### config.mk
export PLATFORM = sky130hd
export DESIGN_NAME = dbus_access_ctrl
export DESIGN_NICKNAME = d
export VERILOG_FILES = /design/src/rtl/dbus_access_ctrl.sv
export SDC_FILE = /design/constraint.sdc
export NUM_CORES = 1
export LEC_CHECK = 0
export BUFFER_PORTS_ARGS = -buffer_cell sky130_fd_sc_hd__buf_2
export CORE_AREA = 3 3 175 177
export CTS_CLUSTER_SIZE = 14
export DETAILED_ROUTE_END_ITERATION = 10
export DIE_AREA = 0 0 178 180
export SYNTH_ARGS = -nofsm -noshare
export SYNTH_HDL_FRONTEND = slang
export SYNTH_SLANG_ARGS = --single-unit
export TNS_END_PERCENT = 10
### constraint.sdc
create_clock -name clk -period 26 [get_ports clk]
set_input_delay 5.2 -clock clk [delete_from_list [all_inputs] [get_ports clk]]
set_output_delay 5.2 -clock clk [all_outputs]
set_load 0.01 [all_outputs]
### src/rtl/dbus_access_ctrl.sv
// dbus_access_ctrl: issues one data-bus access per memory-stage instruction, holds it until data_ok,
// stalls the pipeline meanwhile and drains squashed accesses before accepting new ones.
package dbus_pkg;
    typedef struct packed {
        logic        valid;
        logic [63:0] addr;
        logic [2:0]  size;
        logic [7:0]  strobe;
        logic [63:0] data;
    } dbus_req_t;

    typedef struct packed {
        logic        addr_ok;
        logic        data_ok;
        logic [63:0] data;
    } dbus_resp_t;
endpackage

module dbus_access_ctrl
    import dbus_pkg::*;
#(
    parameter int TIMEOUT_CYCLES = 1023,
    parameter int CNT_W          = 32
) (
    input  logic             clk,
    input  logic             reset,
    input  logic             req_valid,
    input  dbus_req_t        req,
    input  logic             advance,
    input  logic             flush,
    output dbus_req_t        dreq,
    input  dbus_resp_t       dresp,
    output logic [63:0]      rdata,
    output logic             rdata_valid,
    output logic             stall,
    output logic             timeout_err,
    output logic [CNT_W-1:0] perf_stall_cnt
);
    localparam int TW = $clog2(TIMEOUT_CYCLES + 1);

    typedef enum logic [1:0] {IDLE, ISSUE, DONE, DRAIN} state_t;

    state_t          state, state_n;
    dbus_req_t       req_q;
    logic [TW-1:0]   wait_cnt;
    logic            busy, data_ok, unused_addr_ok;

    // addr_ok plays no part in sequencing: data_ok alone ends an access
    assign unused_addr_ok = dresp.addr_ok;
    assign data_ok        = dresp.data_ok;
    assign busy           = state == ISSUE || state == DRAIN;
    assign rdata_valid    = state == DONE;
    assign stall          = req_valid & ((!flush & state != DONE) | state == DRAIN);

    always_comb begin
        dreq = '0;
        if (busy) begin
            dreq       = req_q;
            dreq.valid = 1'b1;
        end
    end

    always_comb begin
        state_n = state;
        case (state)
            IDLE:    if (req_valid && !flush) state_n = ISSUE;
            ISSUE:   if (flush) state_n = data_ok ? IDLE : DRAIN;
                     else if (data_ok) state_n = DONE;
            DRAIN:   if (data_ok) state_n = IDLE;
            DONE:    if (advance || flush) state_n = IDLE;
            default: state_n = IDLE;
        endcase
    end

    always_ff @(posedge clk or posedge reset) begin
        if (reset) begin
            state          <= IDLE;
            req_q          <= '0;
            rdata          <= '0;
            wait_cnt       <= '0;
            timeout_err    <= 1'b0;
            perf_stall_cnt <= '0;
        end else begin
            state <= state_n;
            if (state == IDLE && state_n == ISSUE) req_q <= req;
            if (state == ISSUE && state_n == DONE) rdata <= dresp.data;
            if (state_n != state && (state_n == ISSUE || state_n == DRAIN))
                wait_cnt <= '0;
            else if (busy && !data_ok && wait_cnt != TW'(TIMEOUT_CYCLES))
                wait_cnt <= wait_cnt + 1'b1;
            // sticky: the access keeps waiting, software sees the flag
            if (busy && !data_ok && wait_cnt >= TW'(TIMEOUT_CYCLES - 1)) timeout_err <= 1'b1;
            if (stall) perf_stall_cnt <= perf_stall_cnt + 1'b1;
        end
    end
endmodule
==> reports/results.txt, run 1 <==
DR vias/cell - 4.628
CTS resizes - 0
Std cell rows - 63
Initial antenna violation count - 3
Ys async rst share - 100.0%
Placer Congestion - 0.7873
Synth Net Count - 998
Vias in the first global route - 7936
Commonest cells post-synth - dfrtp_1 (248), mux2_2 (204), and2_1 (141)
P per Cell Area - 89.85 nW/µm²
Comb power frac - 25.5%
Post-synth EDFFs - 0
Cells after DPL - 1586
Die W - 178 µm
Sequential fraction of the synthesis area - 58.66%
Max-slew violations - 0
Cell taking the most area after synthesis - dfrtp_1
Largest net degree at the start of global routing - 108
Hold_buf cts - 0
Synth warn - 0
Sw frac - 28.52%
Clock tree buffer depth - 3
DRC - 0
Yosys cell types - 42
Worst R2R Setup Slack - 23.52 ns
Clock Pin Slew Worst Setup and Hold Paths - 0.06 ns
DR iter-0 viols - 338
Final #Nets - 1440
Max cap viols - 0
TNS Setup - 0 ns
CP Class - input port to output pin
Root Buffer - clkbuf_16
Worst hold path startpoint - perf_stall_cnt[31]
Total global-route track usage - 16.85%
First-pass GRT wire length - 43450 µm
Final antenna-violating net count - 0
Layout Cells excl Fill - 1636
Final HPWL DP - 20000 µm
Postcts setup bufs - 0
Setup crit start kind - input port
Worst setup EP type - output pin
DRT Pass-1 Iters - 6
Crit path arrival time - 6.18 ns
Vias after detailed routing - 7572
TritonCTS buffer count - 28
FF+latch count, synth - 248
Cell Int Power - 904.6 µW
Worst-Skew Late Latency - 0.53 ns
Hold Crit Class - register to register
Overflow after GRT - 0
RSZ-0062 raised after global routing - no
Final hold violations - 0
CP Launch Point - flush
Most common cell in the synthesized netlist - dfrtp_1
Reg power frac - 44.5%
Starting Density - 35.98%
Final core utilization - 47.90%
Largest cells by area after synthesis - dfrtp_1 (59%), mux2_2 (22%), and2_1 (8.3%), xnor2_1 (2.2%), buf_2 (0.99%)
Primary FF master, synth - dfrtp_1
Req. time, crit path - 20.80 ns
# IOs - 450
H-tree depth - 1
Core area - 29400 µm²
Period utilization - 43.78%
Maximum VDD drop - 0.06319 mV
FMAX - 87.86 MHz
Status - completed
Die Area - 32040 µm²
I/O Buffers - 447
Mapped Cells - 784
# setup viols final - 0
Crit path max fanout - 5
Total Power - 1266 µW
Worst R2R Start - state[0]
Synthesized area - 10580 µm²
Drt wl/cell - 16.95 µm
Layout cell share with drive strength beyond 1 - 57.28%
Top-area cell type share of the netlist area - 58.66%
Die height - 180 µm
WL final - 27730 µm
Clock power frac - 30.1%
Slew HR - 29.32%
Final Critical Period - 11.38 ns
Worst Tran Pin Value - 1.060 ns
Psw - 360.9 µW
Area growth, synth to finish - 33.12%
CTS tree - done
Clk_skew - 0.01491 ns
Syn Area/Cell - 13.50 µm²
CTS sink cnt - 248
Leakage power - 0.006977 µW
-- sequential cells by signal (all words and copies together) (netlist names) --
name / count
perf_stall_cnt: 32
rdata: 64
req_q: 139
state: 2
timeout_err: 1
wait_cnt: 10
-- critical path, stage by stage --
cell     delay [ns]
buf_2          0.17
nor2_4         0.07
o21ai_0        0.43
inv_1          0.12
buf_2          0.18
-- layout by cell type, fill, tap and decap left out, types with 4 or more instances in the layout --
cell type	count
and4_1	5
a21oi_1	4
clkbuf_1	7
clkbuf_16	29
nor2_1	13
a31oi_1	4
nand2_1	20
nor3_1	5
nand4_1	7
nand3_1	14
dfrtp_1	247
buf_4	6
and2_1	141
mux2_2	204
buf_2	447
inv_1	5
xor2_1	6
xnor2_1	27
clkbuf_8	6
-- path summary, 6_finish.rpt --
check,end,cells after the start
setup reg to reg,req_q[101],5
setup / recovery,stall,5
min in group asynchronous,req_q[32],2
hold reg to reg,perf_stall_cnt[31],1
hold / removal,perf_stall_cnt[31],1
max in group asynchronous,req_q[55],3
-- power groups by stage --
stage / Clock, µW / Combinational (µW) / Sequential (µW)
finish: 381 / 322 / 563
global route: 413 / 353 / 581
CTS: 395 / 330 / 564
detailed placement: 0 / 329 / 570
global placement: 0 / 324 / 564
floorplan: 0 / 178 / 576
-- per-stage QoR --
step	setup WS [ns]	instance area, µm²	hold slack [ns]
6_report	14.62	14080	0.4700
3_5_place_dp	14.62	13190	0.4589
3_3_place_gp	14.62	13190	0.4603
5_1_grt	14.46	14080	0.5026
4_1_cts	14.62	14080	0.4727
2_1_floorplan	13.99	10580	0.4721
-- layout make-up --
cell class | instances | area, µm²
Fill cell | 2763 | 15320
Sequential cell | 248 | 6210
Multi-Input combinational cell | 489 | 4178
Timing Repair Buffer | 453 | 2282
Clock buffer | 42 | 834.6
Tap cell | 390 | 488.0
Clock inverter | 5 | 55.05
Inverter | 6 | 30.03
Antenna cell | 3 | 7.507
-- logic make-up (layout without fill, tap and decap cells) --
family,Yosys count,in the layout,share of synthesized area (%)
AOI/OAI and AO/OA,25,25,1.691
other,0,3,0
muxes,204,204,21.71
buffers and inverters,47,506,1.987
and+or+nand+nor,224,224,12.87
xor gates and xnor gates,33,33,2.732
DFF,248,248,58.66
adders and majority gates,3,3,0.3548
-- metal layers --
metal	vias up	share of wire, %	GRT usage [%]
li1	3563	-	-
met5	-	0.047	0
met4	2	2.5	5.090
met2	269	50	29.17
met1	3689	39	20.13
met3	49	8.7	4.943
Power figures use the tool's default switching activity.
==> run 2: changes to the inputs <==
- ABC_AREA: unset -> 1
- CORE_AREA: 3 3 175 177 -> 3 3 176 178
- DIE_AREA: 0 0 178 180 -> 0 0 179 181
- PLACE_DENSITY: unset -> 0.65
- clock period: 26 -> 11.4 ns (I/O delays scaled with it)
==> run 2 against run 1 <==
Non-clock buffer count did not move. Clock power increased by 140%. Utilization increased by 2.3 points. Clock-buffer cell count shrank 6. Sequential share of layout area fell by 2.2 points. Global-route usage rose by 1.8 points. Combinational power grew to 4.2 times the previous value. Setup slack lost 8.9 ns. Critical path type unchanged.
==> reports/results.txt, run 2 <==
Status - completed
Final hold slack - 0.4659 ns (-0.004066 ns)
Area growth, synth to finish - 31.10%
Syn Area/Cell - 10.29 µm² (-24%)
Primary FF master, synth - dfrtp_1
Initial antenna violation count - 10 (+7)
Die height - 181 µm (+0.56%)
Sequential fraction of the synthesis area - 54.83% (-3.8 points)
Maximum VDD drop - 0.1582 mV (+150%)
Synthesized area - 11320 µm² (+7.0%)
Max reg flops - 139 (unchanged)
Worst Tran Pin Value - 0.9773 ns (-0.08289 ns)
Finished Cell Area - 14840 µm² (+5.3%)
WL final - 31140 µm (+12%)
Layout cell share with drive strength beyond 1 - 44.94% (-12 points)
CP Launch Point - flush
P per Cell Area - 252.2 nW/µm² (+180%)
FF-to-FF End - req_q[69]
Synth Net Count - 1314 (+32%)
Commonest cells post-synth - nand2_1 (272), dfrtp_1 (248), mux2_2 (188)
Fin worst setup slack - 5.706 ns (-8.912 ns)
Biggest register - req_q
Register-to-Register Path Depth - 5 (unchanged)
Worst-Skew Late Latency - 0.55 ns (+0.02 ns)
Final hold violations - 0 (unchanged)
Most common cell in the synthesized netlist - nand2_1
Crit path arrival time - 3.41 ns (-2.77 ns)
I/O Buffers - 447 (unchanged)
Synth warn - 0 (unchanged)
Hold Crit Class - register to register
DR vias/cell - 4.568 (-1.3%)
# setup viols final - 0 (unchanged)
Starting Density - 38.29% (+2.3 points)
Setup crit start kind - input port
Commonest non-fill, non-tap cell in the layout - buf_2
Slew HR - 34.85% (+5.5 points)
CTS resizes - 0 (unchanged)
Fill cell count - 2776 (+0.47%)
Largest regs - req_q x139, rdata x64, perf_stall_cnt x32
Clock Pin Slew Worst Setup and Hold Paths - 0.06 ns (about the same)
Worst setup path endpoint - stall
FMAX - 175.6 MHz
Cell taking the most area after synthesis - dfrtp_1
FF+latch count, synth - 248 (unchanged)
Postcts setup bufs - 0 (unchanged)
Leakage power - 0.008551 µW (+23%)
CTS sink cnt - 248 (unchanged)
Max-slew violations - 0 (unchanged)
Final Critical Period - 5.694 ns
RSZ-0062 raised after global routing - no
DR iter-0 viols - 438 (+30%)
Mapped Cells - 1100 (+40%)
Largest net degree at the start of global routing - 100 (-7.4%)
First-pass GRT wire length - 48380 µm (+11%)
Final antenna-violating net count - 0 (unchanged)
Ys async rst share - 100.0% (unchanged)
Root Buffer - clkbuf_16
Vias in the first global route - 9115 (+15%)
DP Area - 13880 µm² (+5.2%)
Area of the multi-input gates - 4182 µm² (about the same)
Std cell rows - 63 (unchanged)
Yosys cell types - 31 (-26%)
# IOs - 450 (unchanged)
H-tree depth - 1 (unchanged)
DRC - 0 (unchanged)
Vias after detailed routing - 8948 (+18%)
Final HPWL DP - 22980 µm (+15%)
Pre-CTS setup slack - 5.694 ns (-8.924 ns)
Worst R2R Start - state[0]
Worst R2R Setup Slack - 8.03 ns (-15.49 ns)
Post-synth EDFFs - 0 (unchanged)
Req. time, crit path - 9.12 ns (-11.68 ns)
Sequential Area - 6210 µm² (unchanged)
Largest cells by area after synthesis - dfrtp_1 (55%), mux2_2 (19%), nand2_1 (9.0%), inv_1 (6.2%), nor2_1 (1.8%)
Top-area cell type share of the netlist area - 54.83% (-3.8 points)
Die Area - 32400 µm² (+1.1%)
Final #Nets - 1755 (+22%)
Crit path max fanout - 12 (+7)
CP Class - input port to output pin
CTS tree - done
Period utilization - 49.95%
Overflow after GRT - 0 (unchanged)
TritonCTS buffer count - 28 (unchanged)
TNS Setup - 0 ns (unchanged)
Max cap viols - 0 (unchanged)
Worst setup EP type - output pin
Commonest cells after routing, fill and taps aside - buf_2 (447), nand2_1 (272), dfrtp_1 (247)
Die W - 179 µm (+0.56%)
Core area - 29560 µm² (+0.54%)
DRT Pass-1 Iters - 4 (-2)
Clk_skew - 0.01700 ns (+0.002097 ns)
Drt wl/cell - 15.90 µm (-6.2%)
Clock tree buffer depth - 3 (unchanged)
Placer Congestion - 0.8774 (+11%)
Hold_buf cts - 0 (unchanged)
Total global-route track usage - 18.65% (+1.8 points)
[run 2: kinds of logic after synthesis]
| family | synth area share [%] |
|---|---|
| compound gates | 0.4090 |
| xor+xnor | 1.548 |
| buf+inv | 8.379 |
| mux | 20.20 |
| fa+ha+maj | 0.3317 |
| simple gates | 14.30 |
| flops | 54.83 |
[run 2: critical path: stages]
cell and delay [ns]:
buf_2 0.13, nand2_1 0.08, nand3_2 0.35, inv_1 0.36, buf_2 0.20
[run 2: power breakdown]
part           switching, µW  internal [µW]
sequential               227           1260
combinational            696            644
clock                    364            546
[run 2: final cells by class]
| type | count | area share (%) |
|---|---|---|
| diodes | 7 | 0.1181 |
| clock buffers | 36 | 5.194 |
| clock inverters | 15 | 1.155 |
| inverters | 189 | 4.832 |
| multi-input cells | 621 | 28.18 |
| flip-flops and latches | 248 | 41.85 |
| well taps | 390 | 3.289 |
| repair buffers | 453 | 15.38 |
[run 2: metal layers]
metal / vias up / GRT usage [%] / share of wire, %
met1: 4229 / 21.36 / 39
met3: 53 / 5.612 / 9.7
met5: - / 0 / 0.11
li1: 4306 / - / -
met2: 356 / 33.47 / 49
met4: 4 / 5.175 / 2.1
[run 2: how the worst min path moves through the flow]
stage / to / depth (start not counted) / from / slack (ns)
6_report: timeout_err / 1 / timeout_err / 0.47
5_1_grt: timeout_err / 1 / timeout_err / 0.49
4_1_cts: timeout_err / 1 / timeout_err / 0.47
3_5_place_dp: timeout_err / 1 / timeout_err / 0.46
3_3_place_gp: timeout_err / 1 / timeout_err / 0.44
2_1_floorplan: req_q[36] / 1 / req_q[36] / 0.46
[run 2: stage by stage]
stage / utilization [%] / cells / total power, µW
after global routing: 50.20 / 1959 / 4007
after global placement: 46.95 / 1901 / 2822
after CTS: 50.14 / 1952 / 3798
after detailed placement: 46.95 / 1901 / 2863
after floorplan: - / 1100 / 2317
final: 50.20 / 1959 / 3742
==> run 3: changes to the inputs <==
- CORE_AREA: 3 3 176 178 -> 3 3 175 177
- DIE_AREA: 0 0 179 181 -> 0 0 178 180
- PLACE_DENSITY: 0.65 -> 0.68
- clock period: 11.4 -> 4.8 ns (I/O delays scaled with it)
==> run 3 against run 2 <==
Critical path depth down 1. Sequential power is 140% higher. Hold slack got worse by 0.017 ns. Utilization up 0.45 points. Combinational power increased by 140%. Critical path type is now register to output pin. Highest routed layer is now met4.
==> reports/results.txt, run 3 (synthesis results as in run 2) <==
Final HPWL DP - 21820 µm (-5.0%)
Core area - 29400 µm² (-0.53%)
Reg power frac - 39.7% (-0.2 points)
Die Area - 32040 µm² (-1.1%)
Leakage power - 0.008562 µW (+0.12%)
Drt wl/cell - 15.02 µm (-5.5%)
RSZ-0062 raised after global routing - no
CTS sink cnt - 248 (unchanged)
Largest regs - req_q x139, rdata x64, perf_stall_cnt x32
Commonest cells after routing, fill and taps aside - buf_2 (447), nand2_1 (272), dfrtp_1 (247)
P per Cell Area - 600.0 nW/µm² (+140%)
CTS tree - done
Final hold slack - 0.4486 ns (-0.01732 ns)
Max cap viols - 0 (unchanged)
CTS resizes - 0 (unchanged)
Worst setup EP type - output pin
Register-to-Register Path Depth - 4 (-1)
Status - completed
Total global-route track usage - 17.61% (-1.0 points)
Clock power frac - 25.1% (+0.8 points)
Postcts setup bufs - 0 (unchanged)
Layout cell share with drive strength beyond 1 - 44.76% (-0.19 points)
TNS Setup - 0 ns (unchanged)
Final Critical Period - 3.579 ns
# setup viols final - 0 (unchanged)
DR iter-0 viols - 366 (-16%)
# IOs - 450 (unchanged)
Hold_buf cts - 0 (unchanged)
Clock Pin Slew Worst Setup and Hold Paths - 0.06 ns (about the same)
Vias in the first global route - 9166 (+0.56%)
Clock tree buffer depth - 3 (unchanged)
Final core utilization - 50.64% (+0.45 points)
Final antenna-violating net count - 0 (unchanged)
Placer Congestion - 0.8077 (-7.9%)
WL final - 29410 µm (-5.6%)
Vias after detailed routing - 8914 (-0.38%)
Die height - 180 µm (-0.55%)
Setup crit start kind - register
Psw - 3018 µW (+130%)
Maximum VDD drop - 0.3198 mV (+100%)
DR vias/cell - 4.553 (-0.33%)
Worst R2R Start - state[0]
Worst-Skew Late Latency - 0.55 ns (about the same)
Largest net degree at the start of global routing - 110 (+10%)
Req. time, crit path - 3.84 ns (-5.28 ns)
Area growth, synth to finish - 31.56%
Final hold violations - 0 (unchanged)
Root Buffer - clkbuf_16
Hold path cells - 1 (unchanged)
Biggest register - req_q
Period utilization - 74.56%
Final #Nets - 1756 (+0.057%)
Clk_skew - 0.01518 ns (-0.001827 ns)
First-pass GRT wire length - 46100 µm (-4.7%)
Sw frac - 33.78% (-0.62 points)
Commonest non-fill, non-tap cell in the layout - buf_2
Worst hold path startpoint - timeout_err
DRT Pass-1 Iters - 4 (unchanged)
Initial antenna violation count - 4 (-6)
Worst Tran Pin Value - 1.002 ns (+0.02419 ns)
Crit path arrival time - 2.62 ns (-0.79 ns)
Cell Int Power - 5916 µW (+140%)
Comb power frac - 35.3% (-0.5 points)
FMAX - 279.4 MHz
DRC - 0 (unchanged)
Max-slew violations - 0 (unchanged)
Crit path max fanout - 97 (+85)
Hold Crit Class - register to register
Std cell rows - 63 (unchanged)
CP Class - register to output pin
CP Launch Point - state[0]
Slew HR - 33.23% (-1.6 points)
Die W - 178 µm (-0.56%)
Overflow after GRT - 0 (unchanged)
I/O Buffers - 447 (unchanged)
Starting Density - 38.50% (+0.21 points)
TritonCTS buffer count - 28 (unchanged)
H-tree depth - 1 (unchanged)
Max reg flops - 139 (unchanged)
[run 3: changes by cell type in the layout (fill, tap and decap cells not counted), sizes merged]
cell,before,now
buf,453,454
bufinv,3,5
clkbuf,36,38
clkinv,10,7
clkinvlp,1,3
diode,7,4
inv,190,188
[run 3: final timing paths]
check | endpoint | slack, ns
max | dreq[136] | 1.22
min | timeout_err | 0.45
max reg2reg | req_q[9] | 1.77
min reg2reg | timeout_err | 0.45
max in group asynchronous | req_q[1] | 3.25
min in group asynchronous | perf_stall_cnt[10] | 0.51
[run 3: worst max-delay path, stage by stage (launching register included)]
cell and delay, ns:
dfrtp_4 0.79, buf_4 0.86, nand2_1 0.11, inv_1 0.14
buf_2 0.14
[run 3: per-stage QoR]
| stage | total power [µW] | cells | setup slack, ns | instance area (µm²) |
|---|---|---|---|---|
| floorplan | 5505 | 1100 | 0.5803 | 11320 |
| detailed placement | 6780 | 1902 | 1.508 | 13910 |
| finish | 8934 | 1958 | 1.221 | 14890 |
| global route | 9577 | 1958 | 0.9886 | 14890 |
| CTS | 9072 | 1954 | 1.113 | 14880 |
| global placement | 6671 | 1902 | 1.554 | 13910 |
[run 3: power by group through the flow]
stage / registers (µW) / clock network, µW / logic (µW)
2_1_floorplan: 3550 / 0 / 1960
3_3_place_gp: 3520 / 0 / 3150
3_5_place_dp: 3570 / 0 / 3210
4_1_cts: 3550 / 2310 / 3210
5_1_grt: 3660 / 2410 / 3500
6_report: 3540 / 2240 / 3150
[run 3: cell type report]
class                   count  area (µm²)
inverters                 189       713.2
clock inverters            14       215.2
flip-flops and latches    248        6210
well taps                 390       488.0
diodes                      4       10.01
repair buffers            454        2315
multi-input cells         621        4182
fillers                  2719       14510
clock buffers              38       758.2
[run 3: per-layer routing]
layer / track usage, % / vias up / wire length, µm
met4: 4.681 / 0 / 582
met2: 31.99 / 323 / 14740
met3: 5.239 / 42 / 2724
met1: 19.93 / 4249 / 11360
met5: 0 / - / 0
li1: - / 4300 / -
